$ cat config.mk
export PLATFORM = sky130hd
export DESIGN_NAME = voter_tally_fsm
export DESIGN_NICKNAME = d
export VERILOG_FILES = /design/src/rtl/voter_tally_fsm_pkg.sv /design/src/rtl/voter_tally_fsm_popcount.sv /design/src/rtl/voter_tally_fsm.sv
export SDC_FILE = /design/constraint.sdc
export NUM_CORES = 1
export LEC_CHECK = 0
export CAP_MARGIN = 20
export CORE_UTILIZATION = 40
export DETAILED_ROUTE_END_ITERATION = 8
export MAX_ROUTING_LAYER = met4
export PLACE_DENSITY = 0.67
export SYNTH_ARGS = -nofsm -noshare
export SYNTH_HDL_FRONTEND = slang
export SYNTH_HIERARCHICAL = 1
export SYNTH_SLANG_ARGS = --single-unit
$ cat constraint.sdc
create_clock -name i_clk -period 2.35 [get_ports i_clk]
set_input_delay 0.3525 -clock i_clk [delete_from_list [all_inputs] [get_ports i_clk]]
set_output_delay 0.3525 -clock i_clk [all_outputs]
set_load 0.05 [all_outputs]
$ cat src/rtl/voter_tally_fsm_pkg.sv
// Shared types and helpers for the multi-cycle voter tally.
// Verdict encodings, FSM state enum and the tally-to-verdict function.
package voter_pkg;

    localparam logic [2:0] RES_NONE   = 3'b000;
    localparam logic [2:0] RES_REJECT = 3'b100;
    localparam logic [2:0] RES_TIE    = 3'b010;
    localparam logic [2:0] RES_PASS   = 3'b001;

    typedef enum logic [1:0] {
        IDLE,
        OPEN,
        DECIDE,
        DONE
    } state_t;

    // Missing voters are implicitly "no": only the yes tally is compared.
    function automatic logic [2:0] verdict(
        input int unsigned yes,
        input int unsigned n
    );
        if (2 * yes > n) begin
            verdict = RES_PASS;
        end else if (2 * yes == n) begin
            verdict = RES_TIE;
        end else begin
            verdict = RES_REJECT;
        end
    endfunction

endpackage

$ cat src/rtl/voter_tally_fsm_popcount.sv
// Counts yes ballots newly accepted this cycle.
// A ballot counts only if valid, yes, and from a voter not yet voted.
module voter_popcount #(
    parameter int N_VOTERS = 4,
    localparam int CNT_W = $clog2(N_VOTERS + 1)
) (
    input  logic [N_VOTERS-1:0] i_valid,
    input  logic [N_VOTERS-1:0] i_voted,
    input  logic [N_VOTERS-1:0] i_yes,
    output logic [CNT_W-1:0]    o_count
);

    logic [N_VOTERS-1:0] w_bits;

    assign w_bits = i_valid & ~i_voted & i_yes;

    always_comb begin
        o_count = '0;
        for (int i = 0; i < N_VOTERS; i++) begin
            o_count = o_count + CNT_W'(w_bits[i]);
        end
    end

endmodule

$ cat src/rtl/voter_tally_fsm.sv
// Session-based voter tally: collects one ballot per voter, then
// issues a registered one-hot verdict with a one-cycle valid strobe.
module voter_tally_fsm #(
    parameter int N_VOTERS = 4,
    parameter int TIMEOUT = 16,
    localparam int CNT_W = $clog2(N_VOTERS + 1)
) (
    input  logic                i_clk,
    input  logic                i_rst,
    input  logic                i_start,
    input  logic [N_VOTERS-1:0] i_vote_valid,
    input  logic [N_VOTERS-1:0] i_vote_yes,
    output logic                o_busy,
    output logic [N_VOTERS-1:0] o_voted,
    output logic [CNT_W-1:0]    o_yes_count,
    output logic [2:0]          o_result,
    output logic                o_result_valid,
    output logic                o_timed_out
);

    import voter_pkg::*;

    localparam int TMR_W = (TIMEOUT > 1) ? $clog2(TIMEOUT) : 1;
    localparam logic [TMR_W-1:0] TMR_LAST = TMR_W'(TIMEOUT - 1);

    state_t              r_state;
    logic [N_VOTERS-1:0] r_voted;
    logic [CNT_W-1:0]    r_yes_count;
    logic [TMR_W-1:0]    r_timer;
    logic [2:0]          r_result;
    logic                r_result_valid;
    logic                r_timed_out;

    logic [N_VOTERS-1:0] w_voted_nx;
    logic [CNT_W-1:0]    w_add;
    logic                w_all_voted;

    voter_popcount #(
        .N_VOTERS(N_VOTERS)
    ) u_popcount (
        .i_valid (i_vote_valid),
        .i_voted (r_voted),
        .i_yes   (i_vote_yes),
        .o_count (w_add)
    );

    assign w_voted_nx  = r_voted | i_vote_valid;
    assign w_all_voted = &w_voted_nx;

    always_ff @(posedge i_clk) begin
        if (i_rst) begin
            r_state        <= IDLE;
            r_voted        <= '0;
            r_yes_count    <= '0;
            r_timer        <= '0;
            r_result       <= RES_NONE;
            r_result_valid <= 1'b0;
            r_timed_out    <= 1'b0;
        end else begin
            case (r_state)
                IDLE: begin
                    if (i_start) begin
                        r_state     <= OPEN;
                        r_voted     <= '0;
                        r_yes_count <= '0;
                        r_timer     <= '0;
                        r_timed_out <= 1'b0;
                        r_result    <= RES_NONE;
                    end
                end
                OPEN: begin
                    r_voted     <= w_voted_nx;
                    r_yes_count <= r_yes_count + w_add;
                    r_timer     <= r_timer + TMR_W'(1);
                    // All-voted wins over a coincident timeout.
                    if (w_all_voted) begin
                        r_state <= DECIDE;
                    end else if (r_timer == TMR_LAST) begin
                        r_state     <= DECIDE;
                        r_timed_out <= 1'b1;
                    end
                end
                DECIDE: begin
                    r_result       <= verdict(32'(r_yes_count), 32'(N_VOTERS));
                    r_result_valid <= 1'b1;
                    r_state        <= DONE;
                end
                DONE: begin
                    r_result_valid <= 1'b0;
                    r_state        <= IDLE;
                end
                default: begin
                    r_state <= IDLE;
                end
            endcase
        end
    end

    assign o_busy         = (r_state != IDLE);
    assign o_voted        = r_voted;
    assign o_yes_count    = r_yes_count;
    assign o_result       = r_result;
    assign o_result_valid = r_result_valid;
    assign o_timed_out    = r_timed_out;

endmodule

Yosys cells after proc, flatten, opt, wreduce, memory -nomap -nowiden
Index checks and enable logic that the tools add are counted.
{"block": "classes", "multipliers": 0, "n_reduce_logical": 10, "mux": 17, "n_div": 0, "shifts": 0, "n_bitwise": 4, "magnitude_cmp": 1, "add_sub_neg": 5, "eq_ne": 9}
{"cell": "4-bit case mux with 2 select lines", "n": 2}
{"cell": "3-bit case mux with 2 select lines", "n": 2}
{"cell": "3-bit two-way mux", "n": 3}
{"cell": "4-bit AND", "n": 2}
{"cell": "2-bit case mux with 4 select lines", "n": 1}
{"cell": "4-bit AND reduction", "n": 2}
{"cell": "2-bit nonzero test", "n": 4}
{"cell": "3-bit by 1-bit adder with 3-bit output", "n": 2}
{"cell": "2-bit two-way mux", "n": 3}
{"cell": "2-bit inequality test, second input constant", "n": 3}
{"cell": "2-bit AND reduction", "n": 3}
{"cell": "4-bit by 1-bit adder with 4-bit output, second input constant", "n": 1}
{"cell": "2-bit == test, second input constant", "n": 2}
{"cell": "4-bit == test, second input constant", "n": 1}
{"cell": "4-bit by 3-bit greater-than comparator with 1-bit output, second input constant", "n": 1}
{"cell": "4-bit two-way mux", "n": 1}
{"cell": "4-bit NOT", "n": 1}
{"cell": "4-bit OR", "n": 1}
{"cell": "1-bit case mux with 2 select lines", "n": 2}
{"cell": "3-bit adder", "n": 1}
{"cell": "3-bit by 2-bit == test with 1-bit output, second input constant", "n": 1}
{"cell": "1-bit two-way mux", "n": 3}
{"cell": "3-bit inequality test, second input constant", "n": 1}
{"cell": "1-bit by 1-bit adder with 2-bit output", "n": 1}
{"cell": "2 further kinds", "n": 2}
{"block": "totals", "n_memories": 0, "register_bits": 18, "elab_cells": 53, "out_inout_bits": 13, "latch_bits": 0, "ram_bits": 0, "romBits": 0, "input_bits": 11}

Depth between registers and ports, before layout
{"block": "depth", "word_depth": 8, "ltp_mapped": 10, "mapped_depth_nobuf": 10}

By module
The synthesis kept the hierarchy.
{"mod": "voter_tally_fsm", "cells_each": 104, "seq_area_each_um2": 360.3, "area_each_um2": 893.4, "n_inst": 1}
{"mod": "voter_popcount", "cells_each": 7, "seq_area_each_um2": 0.0, "area_each_um2": 80.1, "n_inst": 1}

Worst setup path before layout
No wires, ideal clock.
{"block": "synth_timing", "kind": "register -> register", "from": "register r_voted[0] (netlist: o_voted[0])", "to": "register r_yes_count[2] (netlist: o_yes_count[2])", "n_path_buf": 0, "setup_time_ns": 0.132, "stages_incl_launch_ff": 11, "arrival_ns": 2.763, "required_time_ns": 2.218, "setup_slack_ns": -0.545, "synth_period_minus_slack_ns": 2.895, "path_cell_list": "dfxtp_1 and3b_1 fa_1 ha_1 ha_1 inv_1 fa_1 xor2_1 and2_1 o21ai_0 a21oi_1"}
{"block": "synth_between", "elab_chain_len": 8}
{"element": "from (decl)", "line": "voter_tally_fsm.sv:27", "source": "logic [N_VOTERS-1:0] r_voted;"}
{"element": "from (signal assigned)", "line": "voter_tally_fsm.sv:72", "source": "r_voted <= w_voted_nx;"}
{"element": "4-bit NOT", "line": "voter_tally_fsm_popcount.sv:15", "source": "assign w_bits = i_valid & ~i_voted & i_yes;"}
{"element": "4-bit AND (2 in a row)", "line": "voter_tally_fsm_popcount.sv:15"}
{"element": "1-bit by 1-bit adder with 2-bit output", "line": "voter_tally_fsm_popcount.sv:20", "source": "o_count = o_count + CNT_W'(w_bits[i]);"}
{"element": "3-bit by 1-bit adder with 3-bit output (2 in a row)", "line": "voter_tally_fsm_popcount.sv:20"}
{"element": "via w_add[1]", "line": "voter_tally_fsm.sv:35", "source": "logic [CNT_W-1:0] w_add;"}
{"element": "3-bit adder", "line": "voter_tally_fsm.sv:73", "source": "r_yes_count <= r_yes_count + w_add;"}
{"element": "3-bit case mux with 2 select lines", "line": "voter_tally_fsm.sv:60", "source": "case (r_state)"}
{"element": "to (signal assigned)", "line": "voter_tally_fsm.sv:73"}
{"element": "to (decl)", "line": "voter_tally_fsm.sv:28", "source": "logic [CNT_W-1:0] r_yes_count;"}
The timed path passes the listed nets, and every way through them passes these cells.
A chain may end at the register's enable or synchronous reset.

Worst setup path after layout
{"block": "layout_timing", "from": "register r_voted[3] (netlist: o_voted[3])", "to": "register r_yes_count[2] (netlist: o_yes_count[2])"}
{"block": "layout_between", "elab_chain_len": 6}
{"element": "4-bit NOT", "line": "voter_tally_fsm_popcount.sv:15"}
{"element": "4-bit AND (2 in a row)", "line": "voter_tally_fsm_popcount.sv:15"}
{"element": "3-bit by 1-bit adder with 3-bit output", "line": "voter_tally_fsm_popcount.sv:20"}
{"element": "via w_add[1]", "line": "voter_tally_fsm.sv:35"}
{"element": "3-bit adder", "line": "voter_tally_fsm.sv:73"}
{"element": "3-bit case mux with 2 select lines", "line": "voter_tally_fsm.sv:60"}
The timed path passes the listed nets, and every way through them passes these cells.

==> metrics <==
outcome finished, violations left; violated checks negative setup slack; met3 wire length 97 µm; pre-CTS setup slack -0.576 ns; Mapped Cells 111; top-count cell post-synth dfxtp_1; worst hold path type reg -> reg; Post-Syn Area roughly 970 µm²; Hold Path Cell Cnt 2; detailed-route via count between 900 and 1000; #FFs+latches synth 18; Worst R2R Start o_voted[3]; dpl hpwl ~1700 µm; CTS tree done; wire per inst about 14 µm; Critical R2R Capture o_yes_count[2]; area of the multi-input gates 623 µm²; Static Leak ~0.54 nW; # port buffers 23; uppermost routed layer met4; WL final 2390 µm; GRT Util Overall 20.2%; clock transition at the registers of the reported paths between 0.1 and 0.15 ns; Area Growth Syn to Fin 41.5%; Starting Density 43.2%; pin count of the biggest net entering global routing 14; Worst Tran Pin Value between 0.5 and 0.6 ns; Period minus WS final ~2.5 ns; top cell type's share of synthesized area a little under two fifths; Mapped Nets 132; total power approximately 1.4 mW; layout cells sized above 1 20.4%; gr ovfl total 0; worst-path fanout max 2; Worst Hold Path EP o_result[1]; Tcrit/Tclk final 107%; Pwr per Cell Area 990 mW/mm²; critical path capture point type flip-flop; R2R depth 10; Crit Path Category reg -> reg; Avg Inst Size Synth around 8.8 µm²; FFs w/ async S/R, synth 0%; Ports 24; Peak VDD IR roughly 1300 µV; CTS Root Cell clkbuf_4; fmax between 300 and 400 MHz; initial antenna violation count 0; Routed Antenna Nets 0; DIE WIDTH 51.3 µm; buffer count from post-CTS setup fixing 0; r2r setup slk -0.17 ns; placed insts about 170; DR DRC count 0; Netlist cell types 31; Placement Rows 17; Synth area leader dfxtp_1; Synth top cells by count dfxtp_1, a21oi_1, ha_1, nor2_1, nor3_1; Area contributors post-synth dfxtp_1, ha_1, a21oi_1, fa_1, nor3_1; fillcell total about 210; CTS sink cnt 18; Routed met2 length 1160 µm; vias in the first global route 918; Non-Filler Instances 170; total number of yosys warnings 6; Final TNS setup -0.173 ns; core area around 0.0023 mm²; NumNets Final between 150 and 200; DR vias/cell 5.37; CTS Buf Count 3; sequential area share after synthesis approximately 37%; Final Hold Viols 0; EDFF count, synth 0; Slew Viols, Final 0; Hold Crit Start o_result[1]; Max Clock Skew a little over 0.01 ns; CTS H-tree lvls 1; Seq. cell area about 370 µm²; first-pass iteration count of the detailed router 4; die height ~50 µm; CP startpoint kind flip-flop; ANT cells 0; final setup vio count 2; setup ws final -0.172 ns; worst hold slack 0.463 ns; number of DRC markers in iteration 0 18; CTS Buffer Depth 2; Maximum Capacitance Violations 0; Worst slew margin around 67%; critical path data required time approximately 2.6 ns; first-pass GRT wire length 3860 µm; RSZ-0062 raised after global routing true; Routability Congestion ~0.7; WP data arrival 2.77 ns; WL met1 about 1100 µm; die area between 0.002 and 0.003 mm²; Worst-Skew Late Latency ~0.30 ns; Primary FF master, synth dfxtp_1
[repair_timing]
action,CTS,global route
hold buffers,0,0
gates resized for setup,13,3
cloned,0,0
pin swaps,10,6
endpoints found under the setup margin,2,3
[worst max-delay path by stage]
| stage | start | end | depth (start not counted) |
|---|---|---|---|
| 2_1_floorplan | o_voted[3] | o_yes_count[2] | 10 |
| 3_3_place_gp | i_vote_valid[3] | o_yes_count[2] | 11 |
| 3_5_place_dp | i_vote_valid[3] | o_yes_count[2] | 11 |
| 4_1_cts | o_voted[0] | o_yes_count[2] | 10 |
| 5_1_grt | o_voted[3] | o_yes_count[2] | 10 |
| 6_report | o_voted[3] | o_yes_count[2] | 10 |
[state kept, by name, indices dropped and copies added, names as in the netlist]
register / count
o_result: 3
o_result_valid: 1
o_timed_out: 1
o_voted: 4
o_yes_count: 3
r_state: 2
r_timer: 4
[where the power goes]
| part | leakage (nW) | internal, mW | switching [mW] |
|---|---|---|---|
| Sequential | 0.148 | 0.359 | 0.0451 |
| Combinational | 0.375 | 0.271 | 0.492 |
| Clock | 0.0210 | 0.0946 | 0.103 |
[per-stage QoR]
stage	utilization [%]	area, µm²
2_1_floorplan	-	990
3_3_place_gp	57.3	1290
3_5_place_dp	57.3	1290
4_1_cts	60.4	1360
5_1_grt	61.1	1380
6_report	61.1	1380
[cells in the final DEF, fill, tap and decap left out, types with 4 or more instances in the layout]
| cell type | count |
|---|---|
| a21oi_1 | 15 |
| and3b_1 | 4 |
| buf_4 | 8 |
| clkdlybuf4s50_1 | 16 |
| dfxtp_1 | 15 |
| dlygate4sd2_1 | 6 |
| ha_1 | 5 |
| inv_1 | 5 |
| nand2_1 | 7 |
| nor2_1 | 8 |
| nor3_1 | 7 |
[cell type report]
cell class,count,share of cell area [%]
Clock buffer,4,2.63
Sequential cell,18,27.0
Inverter,7,1.91
Tap cell,28,2.54
Timing Repair Buffer,31,20.7
Multi-Input combinational cell,82,45.2
[worst max-delay path, stage by stage (launching register included)]
cell and delay [ns]:
dfxtp_4 0.35, and3b_1 0.19, fa_1 0.52, ha_4 0.19, ha_4 0.26, inv_2 0.03
fa_2 0.36, xor2_2 0.16, nor3_2 0.19, o21ai_1 0.08, a21oi_1 0.14
[routing by layer]
layer	global-route usage, %	vias up
met4	2.70	0
met2	36.6	25
li1	-	463
met1	22.6	423
met3	5.36	2
met5	-	-
[cells by family (layout without fill, tap and decap cells)]
family / after synthesis / after routing / synth area share [%]
buf+inv: 11 / 42 / 5.01
flops: 18 / 18 / 37.0
fa+ha+maj: 10 / 10 / 14.4
compound gates: 32 / 32 / 20.8
simple gates: 39 / 39 / 21.9
xor+xnor: 1 / 1 / 0.900
No activity file was read; power rests on OpenSTA's default activity.
